## config.mk

```make
export PLATFORM = sky130hd
export DESIGN_NAME = spi_master_param
export DESIGN_NICKNAME = d
export VERILOG_FILES = /design/src/rtl/spi_master_param.sv
export SDC_FILE = /design/constraint.sdc
export NUM_CORES = 1
export LEC_CHECK = 0
export ABC_AREA = 1
export CAP_MARGIN = 30
export CORE_MARGIN = 8
export CORE_UTILIZATION = 55
export CTS_CLUSTER_DIAMETER = 100
export DETAILED_ROUTE_END_ITERATION = 7
export HOLD_SLACK_MARGIN = 0.03
export PLACE_DENSITY = 0.83
export RECOVER_POWER = 25
export SYNTH_ARGS = -nofsm -noshare
export SYNTH_HDL_FRONTEND = slang
export SYNTH_SLANG_ARGS = --single-unit
```

## constraint.sdc

```tcl
create_clock -name sclk -period 3.2 [get_ports sclk]
set_clock_uncertainty 0.15 [all_clocks]
set_input_delay 0.32 -clock sclk [delete_from_list [all_inputs] [get_ports sclk]]
set_output_delay 0.32 -clock sclk [all_outputs]
set_load 0.03 [all_outputs]
```

## src/rtl/spi_master_param.sv

```systemverilog
// -----------------------------------------------------------------------------
// spi_master_param
//   Parametrised SPI master with internal chip select. Supports configurable word
//   width (MSB first), all four CPOL/CPHA modes, and multi-word bursts. CS stays
//   low between the words of a burst until a word tagged swap_last completes.
//
// Parameters
//   SCLK_FREQ, SPI_CLK_SPEED : HALF = SCLK_FREQ/(2*SPI_CLK_SPEED) sclk cycles per
//                              sck half-period (must be >= 1)
//   DATA_W                   : bits per word, 1..32
//   CPOL / CPHA              : SPI mode
//
// Ports
//   sclk, nrst      : system clock, asynchronous active-low reset
//   write_data      : word to send, captured on an accepted trigger
//   swap_trigger    : 1-cycle start request (ignored while busy)
//   swap_last       : captured with the trigger; 1 releases CS after this word
//   read_data       : received word, valid from swap_done onward
//   swap_done       : 1-cycle pulse in the last HOLD cycle of each word
//   busy            : high outside IDLE and WAIT
//   cs_n, sck, mosi : SPI pins driven by the master
//   miso            : SPI data in, sampled directly in the sclk domain
//
// Build option
//   SPI_LOOPBACK_EN : when defined, received bits are taken from mosi instead of
//                     miso; the pins still toggle normally.
// -----------------------------------------------------------------------------
// state    | meaning
// ---------+-------------------------------------------------------------------
// IDLE     | cs_n high, waiting for a trigger
// SETUP    | cs_n low for HALF cycles before the first sck edge
// XFER     | 2*DATA_W sck half-periods of HALF cycles each
// HOLD     | HALF cycles with sck at CPOL; swap_done on the last cycle
// WAIT     | burst pause, cs_n held low, next trigger goes straight to XFER
// RELEASE  | cs_n high for HALF cycles, then IDLE
// -----------------------------------------------------------------------------
module spi_master_param #(
   parameter int SCLK_FREQ     = 50_000_000,
   parameter int SPI_CLK_SPEED = 500_000,
   parameter int DATA_W        = 8,
   parameter bit CPOL          = 1'b0,
   parameter bit CPHA          = 1'b0
) (
   input  logic              sclk,
   input  logic              nrst,
   input  logic [DATA_W-1:0] write_data,
   input  logic              swap_trigger,
   input  logic              swap_last,
   output logic [DATA_W-1:0] read_data,
   output logic              swap_done,
   output logic              busy,
   output logic              cs_n,
   output logic              sck,
   output logic              mosi,
   input  logic              miso
);

   localparam int HALF  = SCLK_FREQ / (2 * SPI_CLK_SPEED);
   localparam int CNT_W = (HALF > 1) ? $clog2(HALF) : 1;
   localparam int HP_W  = $clog2(2 * DATA_W);
   localparam logic [CNT_W-1:0] CNT_TC  = CNT_W'(HALF - 1);
   localparam logic [HP_W-1:0]  HP_LAST = HP_W'(2 * DATA_W - 1);

   generate
      if (HALF < 1) begin : g_half_chk
         $error("spi_master_param: SCLK_FREQ/(2*SPI_CLK_SPEED) must be at least 1");
      end
      if (DATA_W < 1 || DATA_W > 32) begin : g_width_chk
         $error("spi_master_param: DATA_W must be within 1..32");
      end
   endgenerate

   typedef enum logic [2:0] {
      ST_IDLE,
      ST_SETUP,
      ST_XFER,
      ST_HOLD,
      ST_WAIT,
      ST_RELEASE
   } state_t;

   state_t            state_q, state_d;
   logic [CNT_W-1:0]  cnt_q, cnt_d;
   logic [HP_W-1:0]   hp_q, hp_d;
   logic [DATA_W-1:0] tx_q, tx_d;
   logic [DATA_W-1:0] rx_q, rx_d;
   logic [DATA_W-1:0] read_data_q, read_data_d;
   logic              last_q, last_d;
   logic              mosi_q, mosi_d;
   logic              sck_q, sck_d;
   logic              cs_n_q, cs_n_d;
   logic              done_q, done_d;
   logic              arm_q;

   logic              sample_bit;
   logic              cnt_tc;
   logic              start;
   logic              load;
   logic              shift_out;
   logic              sample;

`ifdef SPI_LOOPBACK_EN
   logic              miso_unused;
   assign miso_unused = miso;
   assign sample_bit  = mosi_q;
`else
   assign sample_bit  = miso;
`endif

   assign cnt_tc = (cnt_q == CNT_TC);
   // arm_q stays low for the first edge after reset release so a trigger
   // coincident with deassertion is dropped.
   assign start  = swap_trigger && arm_q;

   always_comb begin
      state_d     = state_q;
      cnt_d       = cnt_q;
      hp_d        = hp_q;
      tx_d        = tx_q;
      rx_d        = rx_q;
      last_d      = last_q;
      mosi_d      = mosi_q;
      sck_d       = CPOL;
      load        = 1'b0;
      shift_out   = 1'b0;
      sample      = 1'b0;

      case (state_q)
         ST_IDLE: begin
            cnt_d = '0;
            hp_d  = '0;
            if (start) begin
               state_d = ST_SETUP;
               load    = 1'b1;
            end
         end
         ST_SETUP: begin
            cnt_d = cnt_tc ? '0 : cnt_q + 1'b1;
            if (cnt_tc) state_d = ST_XFER;
         end
         ST_XFER: begin
            sck_d = sck_q;
            if (cnt_tc) begin
               cnt_d = '0;
               sck_d = ~sck_q;
               hp_d  = hp_q + 1'b1;
               // even half-period index ends on a leading edge, odd on a trailing one
               if (hp_q[0] == 1'b0) begin
                  if (CPHA) shift_out = 1'b1;
                  else      sample    = 1'b1;
               end else begin
                  if (CPHA)                  sample    = 1'b1;
                  else if (hp_q != HP_LAST)  shift_out = 1'b1;
               end
               if (hp_q == HP_LAST) begin
                  state_d = ST_HOLD;
                  hp_d    = '0;
               end
            end else begin
               cnt_d = cnt_q + 1'b1;
            end
         end
         ST_HOLD: begin
            cnt_d = cnt_tc ? '0 : cnt_q + 1'b1;
            if (cnt_tc) state_d = last_q ? ST_RELEASE : ST_WAIT;
         end
         ST_WAIT: begin
            cnt_d = '0;
            hp_d  = '0;
            if (start) begin
               state_d = ST_XFER;
               load    = 1'b1;
            end
         end
         ST_RELEASE: begin
            cnt_d = cnt_tc ? '0 : cnt_q + 1'b1;
            if (cnt_tc) state_d = ST_IDLE;
         end
         default: begin
            state_d = ST_IDLE;
            cnt_d   = '0;
            hp_d    = '0;
         end
      endcase

      // CPHA=0 presents the MSB before the first edge; CPHA=1 shifts it out on it
      if (load) begin
         last_d = swap_last;
         if (CPHA) begin
            tx_d = write_data;
         end else begin
            mosi_d = write_data[DATA_W-1];
            tx_d   = write_data << 1;
         end
      end
      if (shift_out) begin
         mosi_d = tx_q[DATA_W-1];
         tx_d   = tx_q << 1;
      end
      if (sample) rx_d = (rx_q << 1) | DATA_W'(sample_bit);
      if (state_d == ST_IDLE) mosi_d = 1'b0;

      cs_n_d      = (state_d == ST_IDLE) || (state_d == ST_RELEASE);
      done_d      = (state_d == ST_HOLD) && (cnt_d == CNT_TC);
      read_data_d = done_d ? rx_d : read_data_q;
   end

   always_ff @(posedge sclk or negedge nrst) begin
      if (!nrst) begin
         state_q     <= ST_IDLE;
         cnt_q       <= '0;
         hp_q        <= '0;
         tx_q        <= '0;
         rx_q        <= '0;
         read_data_q <= '0;
         last_q      <= 1'b0;
         mosi_q      <= 1'b0;
         sck_q       <= CPOL;
         cs_n_q      <= 1'b1;
         done_q      <= 1'b0;
         arm_q       <= 1'b0;
      end else begin
         state_q     <= state_d;
         cnt_q       <= cnt_d;
         hp_q        <= hp_d;
         tx_q        <= tx_d;
         rx_q        <= rx_d;
         read_data_q <= read_data_d;
         last_q      <= last_d;
         mosi_q      <= mosi_d;
         sck_q       <= sck_d;
         cs_n_q      <= cs_n_d;
         done_q      <= done_d;
         arm_q       <= 1'b1;
      end
   end

   assign read_data = read_data_q;
   assign swap_done = done_q;
   assign busy      = !((state_q == ST_IDLE) || (state_q == ST_WAIT));
   assign cs_n      = cs_n_q;
   assign sck       = sck_q;
   assign mosi      = mosi_q;

endmodule
```

==> metrics.txt <==
I/O Pins=26; worst-path cell chain=nor2_2 > inv_1 > clkdlybuf4s50_1; critical path's slowest cell=clkdlybuf4s50_1; vias in the first global route=~1600; WP buf/inv=2; hold buffers post-CTS=0; Critical Path Start Type=register; # diodes=0; leading area contributor after synthesis=dfrtp_1; Syn-to-layout area delta=20.4%; grt total ovfl=0; Max-Slew Margin vs Limit=-42.7%; top cells by area, synth=dfrtp_1 50%, nand2_1 12%, nand3_1 7.1%, inv_1 4.4%, nand3_2 2.5%; Metal-1 WL=roughly 1700 um; TritonCTS clock tree=built; Fin Setup TNS=0 ns; dpl hpwl=2690 um; input/output buffers=25; leakage=0.00126 uW; prevailing post-synth register cell=dfrtp_1; Tot Pwr=around 1400 uW; Peak VDD IR=~0.48 mV; Slew Limit Fails=between 40 and 50; vias per std cell=5.04; Crit path arrival time=roughly 1.7 ns; max-cap violation count=1; Routed WL=~3600 um; Yosys reg bits=42; Final Critical Period=~2.1 ns; Synth async-reset ratio=between 90% and 100%; final setup violating endpoints=0; sequential power share=around 50%; drt pass-1 iters=4; WL met3=about 120 um; fin crit share=66.6%; DIE AREA=just under 6000 sq um; Antenna Nets Post-Route=0; clock buffer depth=2; min-delay worst type=register to register; Total GRT Usage=13.5%; register area share after synthesis=about half; post-CTS setup buffer count=0; nets@finish=between 200 and 300; combinational power share=19.9%; RSZ-0062 raised after global routing=false; Core Region=about 3600 sq um; Final Hold Viols=0; later-pin clock latency in the skew report=slightly below 0.3 ns; sw frac=29.3%; placed cell count=between 300 and 400; CP max stage delay=0.67 ns; post-synthesis cell area=roughly 2000 sq um; metal2 WL=roughly 1700 um; routed len/inst=between 10 and 15 um; internal power=about 960 uW; post-cts gate resize count=0; clock tree root driver cell=clkbuf_8; fmax=around 0.47 GHz; average footprint of a synthesized cell=roughly 8.9 sq um; std cell rows=22; total CTS buffers=5; most common cell in the netlist=nand2_1; clk slew on worst S/H paths=approximately 0.08 ns; yosys warns=0; failing checks=capacitance limit, slew limit; post-synth top area share=between 50% and 60%; EDFF count, synth=0; WS Path Type=register to primary output; global-route wire length before repair=6650 um; Post-Syn Instances=229; initial antenna violation count=0; clk sinks=42; largest net degree at the start of global routing=43; Commonest cells post-synth=65 x nand2_1, 41 x dfrtp_1, 29 x nand3_1; Final Core Density=~68%; critical path fanouts, max=6; Finished Layout Cells=just over 300; die height=76.8 um; required time of the critical path=2.73 ns; Clock power frac=a little under a third; H-tree Lvls=2; die width=about 77 um; initial drt markers=44; Initial Utilization=around 56%; CP top delay family=buffers and inverters; DRC viols=0; gp weighted congestion=between 0.8 and 0.9; fill count=300; Net Sw Power=around 400 uW; syn nets=between 200 and 250; Worst Setup End Kind=primary output; layout cells sized above 1=between 10% and 20%; PD cells=~550 nW/um^2; DR top layer=met4; Distinct cells, synth=31; worst-margin pin slew=between 2 and 2.5 ns; DR vias=about 1600; result of the run=complete, but fails checks
worst reg2reg max path, cell delays in order, from the launching register on:
cell     delay [ns]
dfrtp_1        0.40
inv_1          0.06
ha_1           0.15
nand3_1        0.13
nor2_4         0.25
nand2_1        0.13
nand3_2        0.11
nand2_1        0.10
inv_4          0.12
nand2_4        0.10
nand2_1        0.08
nand2_1        0.05
power by group through the flow:
stage / Sequential [uW] / Combinational, uW / Clock, uW
floorplan: 677 / 192 / 0
finish: 673 / 269 / 412
global placement: 681 / 264 / 0
detailed placement: 683 / 273 / 0
CTS: 673 / 274 / 418
global route: 682 / 310 / 440
cells by family (layout without fill, tap and decap cells):
logic type | after synthesis | in the layout | share of synthesized area (%)
other | 1 | 1 | 0.185
flip-flops | 42 | 42 | 51.8
AO/OA/AOI/OAI | 18 | 18 | 6.10
XOR/XNOR | 3 | 3 | 1.29
adder cells (fa/ha/maj) | 3 | 3 | 1.85
AND/OR/NAND/NOR | 130 | 130 | 32.8
buffers and inverters | 32 | 65 | 6.03
path summary, 6_finish.rpt:
kind,cells past startpoint,startpoint,slack [ns],to
min in group asynchronous,1,nrst,0.50,rx_q[6]
worst min-delay path,2,read_data[7],0.32,read_data[7]
worst min register to register,2,read_data[7],0.32,read_data[7]
worst max-delay path,3,state_q[1],1.07,busy
worst max register to register,11,cnt_q[1],1.27,read_data[4]
max in group asynchronous,1,nrst,1.19,cnt_q[5]
flip-flops by register name (all words and copies together) (netlist names), 3 cells and up:
register and count:
tx_q 7, cnt_q 6, read_data 8, hp_q 4, rx_q 8, state_q 3
final cells by class:
cell class / count / area [sq um] / area share [%]
tap: 48 / 60.1 / 2.46
timing repair buffer: 25 / 244 / 9.97
clock buffer: 6 / 72.6 / 2.97
clock inverter: 2 / 37.5 / 1.53
inverter: 32 / 123 / 5.01
sequential: 42 / 1050 / 43.0
multi-input combinational: 155 / 857 / 35.0
metal layers:
metal  vias to the layer above  global-route usage (%)
met4                         0                    5.58
li1                        799                       -
met3                         7                    3.85
met5                         -                       0
met2                        23                    22.4
met1                       732                    16.0
metrics by stage:
stage / setup WS, ns / hold WS (ns) / instance area (sq um)
after global routing: 0.642 / 0.344 / 2450
after floorplan: 1.49 / -0.126 / 2030
after detailed placement: 1.24 / 0.309 / 2340
after global placement: 1.27 / 0.307 / 2340
after CTS: 1.07 / 0.0435 / 2450
final: 1.07 / 0.325 / 2450
cells in the final DEF, fill, tap and decap left out, types with 2 or more instances in the layout:
cell	netlist	routed
clkbuf_1	0	2
nand3_2	5	5
nand2_2	4	4
ha_1	3	3
nor2_4	3	3
nor2_1	10	10
nand2_4	3	3
nand4_1	3	3
o21ai_1	3	3
inv_1	24	24
o21a_1	2	2
nor2_2	3	3
nand2_1	65	65
o221ai_1	4	4
o211ai_1	2	2
dfrtp_1	41	41
nor3b_1	2	2
xor2_1	2	2
inv_2	6	6
o21ai_0	4	4
clkbuf_8	0	5
nand3_1	29	29
clkdlybuf4s50_1	0	24
No activity file was read; power rests on OpenSTA's default activity.
